[src/rtl/transmitter.sv]
`timescale 1ns/1ps
// Purpose : MAROC slow-control serializer; captures the 829-bit configuration word,
//           pulses RSTn_SC_out, then shifts the word out LSB-first with a gated clock.
// Latency : start edge -> RST (RST_CYCLES cycles) -> first data bit; frame = FRAME_LEN SHIFT cycles.
// Backpr. : none; start_in is a level request sampled only in IDLE, ignored while busy.
//
// Ports:
//   clk_in, reset_in (async, active-low), start_in
//   configuration fields *_in         -> packed into the frame (bit 0 = ON_OFF_otabg_in)
//   D_SC_out    serial data (frame bit 0 first)
//   RSTn_SC_out active-low ASIC slow-control reset
//   CK_SC_out   serial clock, ~clk_in while shifting, else 0
//   state_out   FSM state (0 IDLE, 1 RST, 2 SHIFT, 3 DONE)
module transmitter #(
   parameter int FRAME_LEN  = 829,
   parameter int RST_CYCLES = 2
) (
   input  logic         clk_in,
   input  logic         reset_in,
   input  logic         start_in,
   input  logic         ON_OFF_otabg_in,
   input  logic         ON_OFF_dac_in,
   input  logic         small_dac_in,
   input  logic [9:0]   DAC2_in,
   input  logic [9:0]   DAC1_in,
   input  logic         enb_outADC_in,
   input  logic         inv_startCmptGray_in,
   input  logic         ramp_8bit_in,
   input  logic         ramp_10bit_in,
   input  logic [127:0] mask_OR_ch_in,
   input  logic         cmd_CK_mux_in,
   input  logic         d1_d2_in,
   input  logic         inv_discriADC_in,
   input  logic         polar_discri_in,
   input  logic         Enb_tristate_in,
   input  logic         valid_dc_fsb2_in,
   input  logic         sw_fsb2_50f_in,
   input  logic         sw_fsb2_100f_in,
   input  logic         sw_fsb2_100k_in,
   input  logic         sw_fsb2_50k_in,
   input  logic         valid_dc_fs_in,
   input  logic         cmd_fsb_fsu_in,
   input  logic         sw_fsb1_50f_in,
   input  logic         sw_fsb1_100f_in,
   input  logic         sw_fsb1_100k_in,
   input  logic         sw_fsb1_50k_in,
   input  logic         sw_fsu_100k_in,
   input  logic         sw_fsu_50k_in,
   input  logic         sw_fsu_25k_in,
   input  logic         sw_fsu_40f_in,
   input  logic         sw_fsu_20f_in,
   input  logic         H1H2_choice_in,
   input  logic         EN_ADC_in,
   input  logic         sw_ss_1200f_in,
   input  logic         sw_ss_600f_in,
   input  logic         sw_ss_300f_in,
   input  logic         ON_OFF_ss_in,
   input  logic         swb_buf_2p_in,
   input  logic         swb_buf_1p_in,
   input  logic         swb_buf_500f_in,
   input  logic         swb_buf_250f_in,
   input  logic         cmd_fsb_in,
   input  logic         cmd_ss_in,
   input  logic         cmd_fsu_in,
   input  logic [575:0] GAIN_in,
   input  logic [63:0]  Ctest_ch_in,
   output logic         D_SC_out,
   output logic         RSTn_SC_out,
   output logic         CK_SC_out,
   output logic [1:0]   state_out
);

   localparam int CNT_W = $clog2(FRAME_LEN);
   localparam logic [CNT_W-1:0] CNT_ONE    = CNT_W'(1);
   localparam logic [CNT_W-1:0] SHIFT_LAST = CNT_W'(FRAME_LEN - 1);
   localparam logic [CNT_W-1:0] RST_LAST   = CNT_W'(RST_CYCLES - 1);

   typedef enum logic [1:0] {
      IDLE  = 2'd0,
      RST   = 2'd1,
      SHIFT = 2'd2,
      DONE  = 2'd3
   } state_t;

   state_t                 state_q;
   logic [FRAME_LEN-1:0]   sr_q;
   logic [CNT_W-1:0]       cnt_q;
   logic                   d_q;
   logic                   rstn_q;
   logic [FRAME_LEN-1:0]   frame_w;

   // Frame map, MSB first: bit 0 (ON_OFF_otabg) sits at the right end.
   assign frame_w = {
      Ctest_ch_in,                                               // [828:765]
      GAIN_in,                                                   // [764:189]
      cmd_fsu_in, cmd_ss_in, cmd_fsb_in,                         // [188:186]
      swb_buf_250f_in, swb_buf_500f_in, swb_buf_1p_in,
      swb_buf_2p_in,                                             // [185:182]
      ON_OFF_ss_in, sw_ss_300f_in, sw_ss_600f_in,
      sw_ss_1200f_in,                                            // [181:178]
      EN_ADC_in, H1H2_choice_in,                                 // [177:176]
      sw_fsu_20f_in, sw_fsu_40f_in, sw_fsu_25k_in,
      sw_fsu_50k_in, sw_fsu_100k_in,                             // [175:171]
      sw_fsb1_50k_in, sw_fsb1_100k_in, sw_fsb1_100f_in,
      sw_fsb1_50f_in,                                            // [170:167]
      cmd_fsb_fsu_in, valid_dc_fs_in,                            // [166:165]
      sw_fsb2_50k_in, sw_fsb2_100k_in, sw_fsb2_100f_in,
      sw_fsb2_50f_in,                                            // [164:161]
      valid_dc_fsb2_in, Enb_tristate_in, polar_discri_in,
      inv_discriADC_in, d1_d2_in, cmd_CK_mux_in,                 // [160:155]
      mask_OR_ch_in,                                             // [154:27]
      ramp_10bit_in, ramp_8bit_in, inv_startCmptGray_in,
      enb_outADC_in,                                             // [26:23]
      DAC1_in,                                                   // [22:13]
      DAC2_in,                                                   // [12:3]
      small_dac_in, ON_OFF_dac_in, ON_OFF_otabg_in               // [2:0]
   };

   // cnt_q counts RST cycles, then is reused as the SHIFT bit index.
   // d_q is loaded one edge ahead with the bit the ASIC will see next.
   always_ff @(posedge clk_in or negedge reset_in) begin
      if (!reset_in) begin
         state_q <= IDLE;
         sr_q    <= '0;
         cnt_q   <= '0;
         d_q     <= 1'b0;
         rstn_q  <= 1'b1;
      end else begin
         case (state_q)
            IDLE: begin
               if (start_in) begin
                  sr_q    <= frame_w;
                  cnt_q   <= '0;
                  rstn_q  <= 1'b0;
                  state_q <= RST;
               end
            end
            RST: begin
               if (cnt_q == RST_LAST) begin
                  cnt_q   <= '0;
                  rstn_q  <= 1'b1;
                  d_q     <= sr_q[0];
                  state_q <= SHIFT;
               end else begin
                  cnt_q <= cnt_q + CNT_ONE;
               end
            end
            SHIFT: begin
               sr_q <= {1'b0, sr_q[FRAME_LEN-1:1]};
               if (cnt_q == SHIFT_LAST) begin
                  cnt_q   <= '0;
                  d_q     <= 1'b0;
                  state_q <= DONE;
               end else begin
                  cnt_q <= cnt_q + CNT_ONE;
                  d_q   <= sr_q[1];
               end
            end
            DONE: begin
               d_q     <= 1'b0;
               state_q <= IDLE;
            end
            default: state_q <= IDLE;
         endcase
      end
   end

   assign D_SC_out    = d_q;
   assign RSTn_SC_out = rstn_q;
   assign state_out   = state_q;

   // State only changes on rising clk_in, when ~clk_in is already low, so this
   // gate cannot produce a runt pulse; its rising edge lands mid-bit.
   assign CK_SC_out = (state_q == SHIFT) & ~clk_in;

endmodule

[config.mk]
export PLATFORM = sky130hd
export DESIGN_NAME = transmitter
export DESIGN_NICKNAME = d
export VERILOG_FILES = /design/src/rtl/transmitter.sv
export SDC_FILE = /design/constraint.sdc
export NUM_CORES = 2
export LEC_CHECK = 0
export ABC_AREA = 1
export BUFFER_PORTS_ARGS = -buffer_cell sky130_fd_sc_hd__clkbuf_2
export CORE_AREA = 3 3 321 323
export CTS_CLUSTER_DIAMETER = 30
export CTS_CLUSTER_SIZE = 10
export DETAILED_ROUTE_END_ITERATION = 16
export DIE_AREA = 0 0 324 326
export HOLD_SLACK_MARGIN = 0.02
export SLEW_MARGIN = 20
export SYNTH_ARGS = -nofsm -noshare
export SYNTH_HDL_FRONTEND = slang
export SYNTH_SLANG_ARGS = --single-unit
export TNS_END_PERCENT = 5
[constraint.sdc]
create_clock -name clk_in -period 2 [get_ports clk_in]
set_input_delay 0.2 -clock clk_in [delete_from_list [all_inputs] [get_ports clk_in]]
set_output_delay 0.2 -clock clk_in [all_outputs]
set_load 0.02 [all_outputs]
==> impl_metrics.json <==
{
  "period_share_pct": 105,
  "dp_hpwl_microns": 86400,
  "syn_avg_cell_area_sq_um": 8.15,
  "layout_common_cells": "1684 x nand2_1, 842 x dfrtp_1, 840 x nor2_1, 834 x clkbuf_2, 832 x dlygate4sd3_1",
  "netlist_area_sq_um": 37900,
  "sw_frac_of_total_pct": 38.3,
  "slew-limit-headroom_pct": 39.0,
  "ant_nets": 0,
  "fin_nets": 7151,
  "place_area_sq_um": 44200,
  "clkLatencyLatePin_ns": 0.89,
  "synth_nets": 5488,
  "whs_ns": 0.110,
  "power_mw": 107,
  "hold_viol_final": 0,
  "p_leak_nw": 27.7,
  "die_y_microns": 326,
  "met2_length_microns": 67300,
  "die_x_microns": 324,
  "groute.usage.overall_pct": 27.2,
  "hp-class": "in2async",
  "fillers": 7984,
  "io_buffers": 836,
  "initial_utilization_pct": 37.9,
  "synthCells": 4649,
  "worstPathArrival_ns": 1.91,
  "instances_no_fill": 7785,
  "synth_seq_cells": 843,
  "fin_skew_ns": 0.0504,
  "peakVddDrop_mv": 0.967,
  "rsz0062_at_grt": "true",
  "place_congestion": 0.856,
  "met3_length_microns": 11500,
  "grt_pass1_wl_microns": 227000,
  "grt_pass1_vias": 42096,
  "cts_tree": "yes",
  "power_frac_clock_pct": 31.0,
  "place_ws_ns": 0.0308,
  "seqPwrFrac_pct": 29.3,
  "crit_path_start_kind": "register",
  "syn2layout_area_growth_pct": 58.1,
  "final_max_slew_viol_count": 0,
  "yosysSeqAreaShare_pct": 55.7,
  "critPathKind": "reg2out",
  "p_per_area_nw_per_um2": 1790,
  "endpoint_kind": "output port",
  "drive_above_1_share_pct": 21.1,
  "route.detailed.drc": 0,
  "drtIter0Drc": 3497,
  "final_common_cell": "nand2_1",
  "cp.required_ns": 1.80,
  "ys_warn_count": 0,
  "rows": 116,
  "die-area_sq_um": 106000,
  "yosysUniqueCellTypes": 19,
  "fin_crit_ns": 2.11,
  "final_util_pct": 59.8,
  "status": "complete, but fails checks",
  "finalInstanceArea_sq_um": 59900,
  "clk_pin_slew_worst_paths_ns": 0.05,
  "wl_met1_microns": 57100,
  "cap_violations": 0,
  "highest_layer": "met5",
  "firstDrtPassIters": 6,
  "wl_per_cell_microns": 18.9,
  "worst_pin_slew_ns": 0.913,
  "cp_max_fo": 2,
  "grt_start_max_net_pins": 105,
  "clock.fmax_ghz": 0.475,
  "antenna_found_initial": 12,
  "core_region_area_sq_um": 100000,
  "net-switching-power_mw": 41.0,
  "internal_power_mw": 66.0,
  "setup_tns_ns": -2.34,
  "multi_input_area_sq_um": 15100,
  "vias_per_cell": 5.27,
  "ios": 837,
  "setup_viol": 86,
  "layout_setup_ws_ns": -0.105,
  "comb_power_share_pct": 39.7,
  "wl_microns": 147000,
  "post-place-cells": 6569,
  "violations": "setup timing",
  "vias": 41021,
  "grt_overflow": 0,
  "regArea_sq_um": 21100
}
[per-layer routing]
layer  track usage (%)  vias up
met3              7.44      679
met5            0.0463        -
met2              42.4     2114
met1              32.1    19366
li1                  -    18860
met4              20.3        2
[worst max-delay path: stages (launching register included)]
cell	delay (ns)
dfrtp_1	0.38
inv_2	0.09
ha_4	0.17
inv_8	0.04
buf_16	0.13
nor2_4	0.10
buf_8	0.12
[registers in the layout, indices dropped and copies added, names as in the netlist]
| register | cells |
|---|---|
| D_SC_out | 1 |
| RSTn_SC_out | 1 |
| cnt_q | 10 |
| sr_q | 829 |
| state_out | 2 |
[path summary, 6_finish.rpt]
| path | startpoint | to | slack [ns] | cells past startpoint |
|---|---|---|---|---|
| hold reg to reg | RSTn_SC_out | RSTn_SC_out | 0.50 | 2 |
| max in group asynchronous | reset_in | sr_q[612] | 0.55 | 3 |
| hold / removal | reset_in | sr_q[225] | 0.11 | 3 |
| setup reg to reg | state_out[1] | sr_q[391] | -0.11 | 8 |
| setup / recovery | state_out[0] | CK_SC_out | -0.11 | 6 |
| min in group clk_in | GAIN_in[234] | sr_q[423] | 0.12 | 4 |
[cell usage after synthesis (all sizes together)]
cell / instances / area, sq um
a21oi: 9 / 48.8
ha: 7 / 87.6
xor2: 6 / 52.6
clkbuf: 120 / 450
a31oi: 828 / 5180
buf: 250 / 1250
nor2: 842 / 3160
nand3: 18 / 90.1
dfrtp: 842 / 21100
nand4: 1 / 6.26
dfstp: 1 / 26.3
o21ai: 4 / 20.0
nand2: 1697 / 6370
inv: 23 / 86.3
or2: 1 / 6.26
[area by class of cell]
type                       instances  area share (%)
antenna                           12          0.0501
clock buffer                     255            9.08
clock inverter                   103            2.50
inverter                          23           0.157
multi-input combinational       3413            25.2
sequential                       843            35.2
tap                             1298            2.71
timing repair buffer            1838            25.1
[cell families after synthesis]
kind of cell | count (synthesis) | synth area share (%)
xor gates and xnor gates | 6 | 0.139
AOI/OAI and AO/OA | 841 | 13.8
DFF | 843 | 55.7
adders and majority gates | 7 | 0.231
and+or+nand+nor | 2559 | 25.4
buffers and inverters | 393 | 4.72
[power by group through the flow]
stage / combinational, mW / clock [mW] / sequential [mW]
finish: 42.4 / 33.2 / 31.3
global route: 47.6 / 34.5 / 32.2
CTS: 41.2 / 33.5 / 31.1
floorplan: 27.9 / 0.0170 / 29.8
detailed placement: 39.1 / 0.0250 / 31.1
global placement: 38.1 / 0.0250 / 31.0
[repair_timing]
item	4_1_cts	5_1_grt
hold endpoints to repair	1677	0
hold buffers	832	0
endpoints found under the setup margin	5	731
cloned	2	5
pin swaps	1	2
resized for setup	21	27
buffers inserted	6	2
No activity file was read; power rests on OpenSTA's default activity.
